File: src/rtl/ex_muldiv_unit.sv
// Iterative multiply/divide unit for the EX stage: WIDTH-cycle shift-add multiply
// and restoring divide, with HI/LO result registers and MTHI/MTLO writes.
module ex_muldiv_unit #(
  parameter int WIDTH = 32
) (
  input  logic             clock,
  input  logic             reset,
  input  logic             start,
  input  logic [1:0]       op,
  input  logic [WIDTH-1:0] rs_data,
  input  logic [WIDTH-1:0] rt_data,
  input  logic             mthi,
  input  logic             mtlo,
  output logic [WIDTH-1:0] hi,
  output logic [WIDTH-1:0] lo,
  output logic             busy,
  output logic             done
);

  localparam int CNT_W = (WIDTH > 2) ? $clog2(WIDTH) : 1;
  localparam logic [CNT_W-1:0] LAST = CNT_W'(WIDTH - 1);

  typedef enum logic {IDLE, RUN} state_t;

  state_t           state, state_nxt;
  logic [CNT_W-1:0] cnt;

  // Operation context captured on the start edge
  logic             is_div;
  logic             neg_q;
  logic             neg_r;
  logic             div_zero;
  logic [WIDTH-1:0] acc;
  logic [WIDTH-1:0] q;
  logic [WIDTH-1:0] m;

  logic             start_go;
  logic             last_iter;
  logic             op_signed;
  logic signed [WIDTH-1:0] rs_s;
  logic signed [WIDTH-1:0] rt_s;

  logic [WIDTH:0]     mul_sum;
  logic [WIDTH:0]     div_r;
  logic [WIDTH:0]     div_diff;
  logic [WIDTH-1:0]   acc_n;
  logic [WIDTH-1:0]   q_n;
  logic [2*WIDTH-1:0] prod;
  logic [WIDTH-1:0]   res_hi;
  logic [WIDTH-1:0]   res_lo;

  function automatic logic [WIDTH-1:0] magnitude(input logic signed [WIDTH-1:0] v,
                                                 input logic sgn);
    magnitude = (sgn && (v < 0)) ? WIDTH'(-v) : WIDTH'(v);
  endfunction

  function automatic logic [WIDTH-1:0] cond_neg(input logic [WIDTH-1:0] v, input logic en);
    cond_neg = en ? (~v + WIDTH'(1)) : v;
  endfunction

  function automatic logic [2*WIDTH-1:0] cond_neg2(input logic [2*WIDTH-1:0] v,
                                                   input logic en);
    cond_neg2 = en ? (~v + (2*WIDTH)'(1)) : v;
  endfunction

  assign rs_s      = rs_data;
  assign rt_s      = rt_data;
  assign op_signed = op[0];
  assign start_go  = (state == IDLE) && start;
  assign last_iter = (state == RUN) && (cnt == LAST);
  assign busy      = (state == RUN);

  always_comb begin
    state_nxt = state;
    case (state)
      IDLE:    if (start) state_nxt = RUN;
      RUN:     if (cnt == LAST) state_nxt = IDLE;
      default: state_nxt = IDLE;
    endcase
  end

  // One iteration: shift-add for multiply, restoring subtract for divide
  always_comb begin
    mul_sum  = {1'b0, acc} + (q[0] ? {1'b0, m} : '0);
    div_r    = {acc, q[WIDTH-1]};
    div_diff = div_r - {1'b0, m};
    if (is_div) begin
      acc_n = div_diff[WIDTH] ? div_r[WIDTH-1:0] : div_diff[WIDTH-1:0];
      q_n   = {q[WIDTH-2:0], ~div_diff[WIDTH]};
    end else begin
      acc_n = mul_sum[WIDTH:1];
      q_n   = {mul_sum[0], q[WIDTH-1:1]};
    end
  end

  // Sign correction applied to the outcome of the final iteration
  always_comb begin
    prod = cond_neg2({acc_n, q_n}, neg_q);
    if (is_div) begin
      res_lo = div_zero ? '1 : cond_neg(q_n, neg_q);
      res_hi = cond_neg(acc_n, neg_r);
    end else begin
      res_lo = prod[WIDTH-1:0];
      res_hi = prod[2*WIDTH-1:WIDTH];
    end
  end

  always_ff @(posedge clock) begin
    if (reset) begin
      state <= IDLE;
      cnt   <= '0;
      done  <= 1'b0;
      hi    <= '0;
      lo    <= '0;
    end else begin
      state <= state_nxt;
      done  <= last_iter;
      if (start_go)
        cnt <= '0;
      else if (state == RUN)
        cnt <= cnt + CNT_W'(1);
      if (last_iter) begin
        hi <= res_hi;
        lo <= res_lo;
      end else if (state == IDLE && !start) begin
        if (mthi) hi <= rs_data;
        if (mtlo) lo <= rs_data;
      end
    end
  end

  // Datapath registers carry no reset; they are fully loaded on every start
  always_ff @(posedge clock) begin
    if (start_go) begin
      is_div   <= op[1];
      acc      <= '0;
      q        <= magnitude(rs_s, op_signed);
      m        <= magnitude(rt_s, op_signed);
      neg_q    <= op_signed && ((rs_s < 0) != (rt_s < 0));
      neg_r    <= op_signed && (rs_s < 0);
      div_zero <= op[1] && (rt_data == '0);
    end else if (state == RUN) begin
      acc <= acc_n;
      q   <= q_n;
    end
  end

endmodule

File: config.mk
export PLATFORM = sky130hd
export DESIGN_NAME = ex_muldiv_unit
export DESIGN_NICKNAME = d
export VERILOG_FILES = /design/src/rtl/ex_muldiv_unit.sv
export SDC_FILE = /design/constraint.sdc
export NUM_CORES = 1
export LEC_CHECK = 0
export ABC_CLOCK_PERIOD_IN_PS = 5700
export CORE_MARGIN = 5
export CORE_UTILIZATION = 45
export DETAILED_ROUTE_END_ITERATION = 8
export GPL_TIMING_DRIVEN = 0
export SYNTH_ARGS = -nofsm -noshare
export SYNTH_HDL_FRONTEND = slang
export SYNTH_SLANG_ARGS = --single-unit
File: constraint.sdc
create_clock -name clock -period 5.7 [get_ports clock]
set_input_delay 1.14 -clock clock [delete_from_list [all_inputs] [get_ports clock]]
set_output_delay 1.14 -clock clock [all_outputs]
set_load 0.01 [all_outputs]
==> impl_metrics.xml <==
<?xml version="1.0" encoding="UTF-8"?>
<metrics>
  <group name="clock_network">
    <metric name="worst_setup_hold_path_clk_slew" unit="ns">0.07</metric>
    <metric name="cts.sinks" unit="">171</metric>
    <metric name="tritoncts" unit="">yes</metric>
    <metric name="htree_levels" unit="">4</metric>
    <metric name="cts.path.max_buffers" unit="">2</metric>
    <metric name="cts-buffers-inserted" unit="">17</metric>
    <metric name="post_cts_hold_buffer_count" unit="">0</metric>
    <metric name="clk-insertion-delay-late" unit="ns">0.46</metric>
    <metric name="buffer_cell_driving_the_clock_tree_root" unit="">clkbuf_16</metric>
  </group>
  <group name="synthesis">
    <metric name="synth.mux.area_fraction" unit="%">6.23</metric>
    <metric name="nets_in_the_synthesized_netlist" unit="">1999</metric>
    <metric name="synth_compound_area_share" unit="%">26.5</metric>
    <metric name="synth_top_cell_by_area" unit="">dfxtp_1</metric>
    <metric name="synth-xor-area-share" unit="%">9.48</metric>
    <metric name="synth_enable_flop_cells" unit="">68</metric>
    <metric name="synth-adder-area-share" unit="%">6.12</metric>
    <metric name="yosysMostFrequentCell" unit="">nor2_1</metric>
    <metric name="synth_cells" unit="">1856</metric>
    <metric name="ys_types" unit="">87</metric>
    <metric name="synthTopCellsByArea" unit="">dfxtp_1, edfxtp_1, ha_1</metric>
    <metric name="synth_area_per_cell" unit="um2">8.06</metric>
    <metric name="synthTopCellsByCount" unit="">nor2_1, a21oi_1, nand2_1</metric>
    <metric name="synth.top_cell.area_share" unit="%">13.8</metric>
    <metric name="async_reset_ff_share" unit="%">0</metric>
    <metric name="portion_of_the_post_synthesis_area_used_by_sequential_elements" unit="%">27.4</metric>
    <metric name="largest_family_of_logic_cells_by_synthesized_area" unit="">compound AO/OA/AOI/OAI gates</metric>
    <metric name="syn-cell-area" unit="um2">15000</metric>
    <metric name="yosys.area_share.simple" unit="%">19.3</metric>
    <metric name="number_of_warnings_reported_in_the_yosys_synthesis_log" unit="">0</metric>
    <metric name="ys_ff_latch" unit="">171</metric>
    <metric name="synth_top_flop_cell" unit="">dfxtp_1</metric>
  </group>
  <group name="pwr">
    <metric name="combinationalPowerShare" unit="%">48.8</metric>
    <metric name="net-switching-power" unit="uW">2450</metric>
    <metric name="p_int" unit="uW">3080</metric>
    <metric name="seq_power_share" unit="%">28.5</metric>
    <metric name="max-vdd-ir-drop" unit="mV">0.242</metric>
    <metric name="clockPowerShare" unit="%">22.7</metric>
    <metric name="p_sw_share" unit="%">44.3</metric>
    <metric name="p_leak" unit="uW">0.00708</metric>
    <metric name="p_per_area" unit="nW/um2">307</metric>
  </group>
  <group name="worst_hold_path">
    <metric name="hold_start" unit="">acc[13]$_SDFFE_PP0P_</metric>
    <metric name="hold_path_depth" unit="">2</metric>
    <metric name="end_point_of_the_most_critical_hold_path" unit="">acc[13]$_SDFFE_PP0P_</metric>
    <metric name="type_of_the_most_critical_hold_path" unit="">flop to flop</metric>
  </group>
  <group name="global_routing">
    <metric name="grt_first_pass_wirelength" unit="mm">92.9</metric>
    <metric name="aggregate_global_route_resource_usage" unit="%">33.3</metric>
    <metric name="grt_pass1_vias" unit="">14900</metric>
    <metric name="grt_start_max_net_pins" unit="">35</metric>
    <metric name="grt.overflow.total" unit="">0</metric>
    <metric name="antenna_found_initial" unit="">1</metric>
  </group>
  <group name="sta">
    <metric name="fmaxAchievable" unit="MHz">177</metric>
    <metric name="setup_total_negative_slack" unit="ns">0</metric>
    <metric name="max_slew.worst_pin.slew" unit="ns">1.30</metric>
    <metric name="setup-violations-final" unit="">0</metric>
    <metric name="final_hold_viol_count" unit="">0</metric>
    <metric name="finalMaxSlewViolations" unit="">0</metric>
    <metric name="timing.clock.skew" unit="ns">0.0102</metric>
    <metric name="slew_headroom" unit="%">13.2</metric>
    <metric name="post_layout_minimum_cycle_time" unit="ns">5.66</metric>
    <metric name="layout_worst_path_cycle_share" unit="%">99.2</metric>
  </group>
  <group name="cells_and_area">
    <metric name="final_cell_count_no_fill" unit="">2491</metric>
    <metric name="insertedDiodeCount" unit="">0</metric>
    <metric name="post_route_cells_drive_above_1_share" unit="%">8.78</metric>
    <metric name="layout.nets" unit="">2179</metric>
    <metric name="area_growth_from_synthesis_to_layout" unit="%">20.3</metric>
  </group>
  <group name="place">
    <metric name="detailedPlacementHpwl" unit="mm">48.7</metric>
    <metric name="gpl.final_weighted_congestion" unit="">0.980</metric>
    <metric name="dp.cells" unit="">2434</metric>
    <metric name="buffer_ports.inserted" unit="">135</metric>
  </group>
  <group name="die">
    <metric name="area_of_the_core" unit="um2">32700</metric>
    <metric name="floorplan.die_area" unit="um2">37000</metric>
    <metric name="initial_util" unit="%">45.8</metric>
    <metric name="std_cell_rows" unit="">66</metric>
    <metric name="top_level_ports" unit="">137</metric>
    <metric name="die_wd" unit="um">192</metric>
    <metric name="die_h" unit="um">192</metric>
  </group>
  <group name="drt">
    <metric name="drcViolationCount" unit="">0</metric>
    <metric name="final_routed_wirelength_across_all_metal_layers" unit="mm">62.8</metric>
    <metric name="drtPass1Iterations" unit="">5</metric>
    <metric name="post_drt_wl_per_cell" unit="um">25.2</metric>
    <metric name="vias_per_cell" unit="">6.38</metric>
    <metric name="detail-route-antenna-nets" unit="">0</metric>
    <metric name="detail_route.iter0.violations" unit="">1772</metric>
    <metric name="num_vias" unit="">15900</metric>
  </group>
  <group name="worst_setup_path">
    <metric name="critPathKind" unit="">flop to flop</metric>
    <metric name="worst_setup_path_startpoint" unit="">is_div$_DFFE_PP_</metric>
    <metric name="worstRegToRegCells" unit="">13</metric>
    <metric name="timing.critical_path.from_type" unit="">flop</metric>
    <metric name="critical_path_peak_fanout" unit="">10</metric>
    <metric name="setup.worst_path.end_class" unit="">flop</metric>
    <metric name="crit_arrival" unit="ns">6.02</metric>
    <metric name="worstPathRequired" unit="ns">6.06</metric>
    <metric name="reg2reg_setup_slack" unit="ns">0.04</metric>
    <metric name="r2r-start" unit="">is_div$_DFFE_PP_</metric>
    <metric name="rr_endpoint" unit="">lo[3]$_SDFFE_PP0P_</metric>
  </group>
  <group name="job">
    <metric name="maxCapViolCount" unit="">0</metric>
  </group>
  <group name="status">
    <metric name="status" unit="">finished, final reports clean</metric>
  </group>
</metrics>
area by class of cell:
cell class              instances  area (um2)
clock inverters                11        88.8
plain buffers                 112         534
flip-flops and latches        171        4110
fillers                      3225       14700
clock buffers                  21         526
inverters                      75         285
repair buffers                161        1560
well taps                     442         553
multi-input cells            1498       10400
placed cells by master, fill, tap and decap left out, types with 13 or more instances in the layout:
| cell type | count |
|---|---|
| edfxtp_1 | 68 |
| o21ai_0 | 107 |
| xnor2_1 | 83 |
| clkdlybuf4s50_1 | 135 |
| and2_1 | 45 |
| o31ai_1 | 13 |
| nor2_1 | 159 |
| nand3_1 | 17 |
| a21oi_1 | 159 |
| nor3_1 | 47 |
| nand2_1 | 140 |
| a22o_1 | 24 |
| a211oi_1 | 49 |
| mux2i_1 | 76 |
| clkbuf_1 | 70 |
| ha_1 | 68 |
| o211ai_1 | 22 |
| clkbuf_16 | 21 |
| buf_2 | 14 |
| mux2_2 | 13 |
| a31oi_1 | 23 |
| nor2b_1 | 21 |
| a221oi_1 | 34 |
| buf_4 | 27 |
| dfxtp_1 | 102 |
| inv_1 | 71 |
| xor2_1 | 78 |
| a21o_1 | 30 |
| nand2b_1 | 17 |
| nor4_1 | 22 |
| nand4_1 | 23 |
| or3_1 | 27 |
power by group through the flow:
stage               clock network, uW  logic, uW  registers (uW)
finish                           1260       2700            1580
global route                     1310       2900            1590
floorplan                           0       1730            1540
global placement                    0       2490            1600
detailed placement                  0       2510            1600
CTS                              1260       2580            1570
how the worst max path moves through the flow:
stage | to | slack, ns | depth (start not counted)
detailed placement | hi[20]$_SDFFE_PP0P_ | -1.88 | 23
finish | lo[3]$_SDFFE_PP0P_ | 0.04 | 13
global placement | hi[20]$_SDFFE_PP0P_ | -1.95 | 23
floorplan | hi[16]$_SDFFE_PP0P_ | 0.58 | 25
CTS | lo[3]$_SDFFE_PP0P_ | 0.01 | 13
global route | hi[24]$_SDFFE_PP0P_ | -0.001 | 27
through the flow:
step / power [uW] / setup slack (ns) / cell area (um2) / hold slack [ns] / util, %
after global placement: 4090 / -1.95 / 16900 / 0.529 / 51.6
final: 5530 / 0.0439 / 18000 / 0.545 / 55.1
after global routing: 5790 / -0.00120 / 18000 / 0.570 / 55.1
after CTS: 5410 / 0.0109 / 17800 / 0.547 / 54.4
after detailed placement: 4100 / -1.88 / 16900 / 0.537 / 51.7
after floorplan: 3260 / 0.582 / 15000 / 0.470 / -
repair_timing:
| action | in CTS | in global routing |
|---|---|---|
| buffers inserted | 15 | 10 |
| pin swaps | 9 | 10 |
| hold endpoints to repair | 0 | 0 |
| endpoints found under the setup margin | 73 | 57 |
| resized for setup | 44 | 54 |
kinds of logic (layout without fill, tap and decap cells):
logic type      count (synthesis)  count (layout)
fa+ha+maj                      72              72
mux                            91              91
simple gates                  579             579
compound gates                594             594
flops                         171             171
buf+inv                       187             380
xor+xnor                      162             162
routing by layer:
metal	track usage [%]	vias to the layer above	wire length, um
met1	48.8	7655	28300
met2	48.4	881	26100
met5	0	-	13
met3	8.29	103	6830
li1	-	7252	-
met4	9.27	2	1560
state kept, by name, indices dropped and copies added, names as in the netlist:
| signal | count |
|---|---|
| acc | 32 |
| busy | 1 |
| cnt | 5 |
| div_zero | 1 |
| done | 1 |
| hi | 32 |
| is_div | 1 |
| lo | 32 |
| m | 32 |
| neg_q | 1 |
| neg_r | 1 |
| q | 32 |
worst max-delay path: stages, from the launching register on:
cell	delay (ns)
edfxtp_1	0.32
buf_2	0.41
clkbuf_2	0.39
buf_2	0.40
clkbuf_2	0.37
buf_2	0.34
buf_2	0.43
buf_2	0.47
clkbuf_4	0.41
buf_2	0.34
clkbuf_4	0.44
a21oi_1	0.38
clkbuf_1	0.43
a221oi_1	0.36
(Power assumes the default switching activity.)
==> RTL edit: new RTL, same flow settings <==
`WIDTH`: 32 -> 64.
--- a/src/rtl/ex_muldiv_unit.sv
+++ b/src/rtl/ex_muldiv_unit.sv
@@ -3,3 +3,3 @@
 module ex_muldiv_unit #(
-  parameter int WIDTH = 32
+  parameter int WIDTH = 64
 ) (
Ports: changed (resized hi, lo, rs_data and rt_data); port bits go from 137 to 265. No check against the original RTL was run, so the function may have changed too.
==> RTL edit against the original RTL <==
- the run now ends with negative setup slack left
- hold slack got worse by 41 ps
- setup slack got worse by 420 ps
- sequential power increased by 100%
- maximum frequency decreased by 7.0%
- final area increased by 120%
- area after synthesis increased by 100%
- sequential cell count increased by 161
- total power increased by 140%
- wire length increased to 2.5 times the old value
==> RTL edit: results (changes against the original RTL) <==
[metrics] hold worst-path end: hi[7] (was acc[13])
[metrics] number of flops mapped to enable cells by yosys: 132 (was 68)
[metrics] total setup violations reported at the end of the flow: 48 (was 0)
[metrics] number of global-route vias before repair: 33.0k (was 14.9k)
[metrics] area of the multi-input gates: 23,500 µm² (was 10,400 µm²)
[metrics] number of multi-input combinational cells in the layout: 3,213 (was 1,498)
[metrics] global routing met2 resource utilization: 57.8% (was 48.4%)
[metrics] met1 Use GR: 56.6% (was 48.8%)
[metrics] clock latency at the later pin of the worst-skew pair: 620 ps (was 460 ps)
[metrics] Global Route met3 Usage: 13.4% (was 8.29%)
[metrics] final critical-path setup slack: -380 ps (was 43.9 ps)
[metrics] termination of the worst setup path: hi[48] (was lo[3])
[metrics] total clock buffers created by CTS: 42 (was 17)
[metrics] result of the run: finished, violations left (was complete, no violations)
[metrics] initial antenna violation count: 7 (was 1)
[metrics] worst hold slack after final layout: 504 ps (was 545 ps)
[metrics] endpoint arrival time on the critical path: 6520 ps (was 6020 ps)
[metrics] Initial DRC Count: 5,019 (was 1,772)
[metrics] commonest cells in the synthesized netlist: 420 x sky130_fd_sc_hd__nand2_1, 360 x sky130_fd_sc_hd__a21oi_1, 360 x sky130_fd_sc_hd__nor2_1 (was 161 x sky130_fd_sc_hd__nor2_1, 160 x sky130_fd_sc_hd__a21oi_1, 141 x sky130_fd_sc_hd__nand2_1)
[metrics] cells resized by post-CTS repair: 390 (was 44)
[metrics] part of the total power dissipated in combinational logic: 55.0% (was 48.8%)
[metrics] violated checks: negative setup slack
[metrics] source of the worst register-to-register timing path: m[53] (was is_div)
[metrics] routed length on met1: 65,000 µm (was 28,300 µm)
[metrics] Worst R2R Path Depth: 26 (was 13)
[metrics] Layout Skew: 36.1 ps (was 10.2 ps)
[metrics] worst slew margin relative to its limit: 10.9% (was 13.2%)
[metrics] number of clock sinks seen by CTS: 332 (was 171)
## RTL edit: cell families (layout without fill, tap and decap cells)
logic type                 count (synthesis)  after routing  share of synthesized area, %
AOI/OAI and AO/OA                       1183           1183                          25.6
xor gates and xnor gates                 340            340                          9.76
adders and majority gates                135            135                          5.59
buffers and inverters                    389            851                          5.12
DFF                                      332            332                          26.1
muxes                                    164            164                          5.43
other                                      0              6                             0
and+or+nand+nor                         1391           1391                          22.4
## RTL edit: metrics by stage
| step | area (µm²) | instances | util [%] | power, W | worst slack, ps |
|---|---|---|---|---|---|
| 2_1_floorplan | 30500 | 3934 | - | 0.00681 | 46.9 |
| 3_3_place_gp | 34200 | 5068 | 50.9 | 0.00900 | -3970 |
| 3_5_place_dp | 34300 | 5069 | 51.0 | 0.00901 | -3980 |
| 4_1_cts | 38000 | 5221 | 56.6 | 0.0125 | -188 |
| 5_1_grt | 39800 | 5270 | 59.2 | 0.0137 | -474 |
| 6_report | 39800 | 5275 | 59.2 | 0.0133 | -380 |
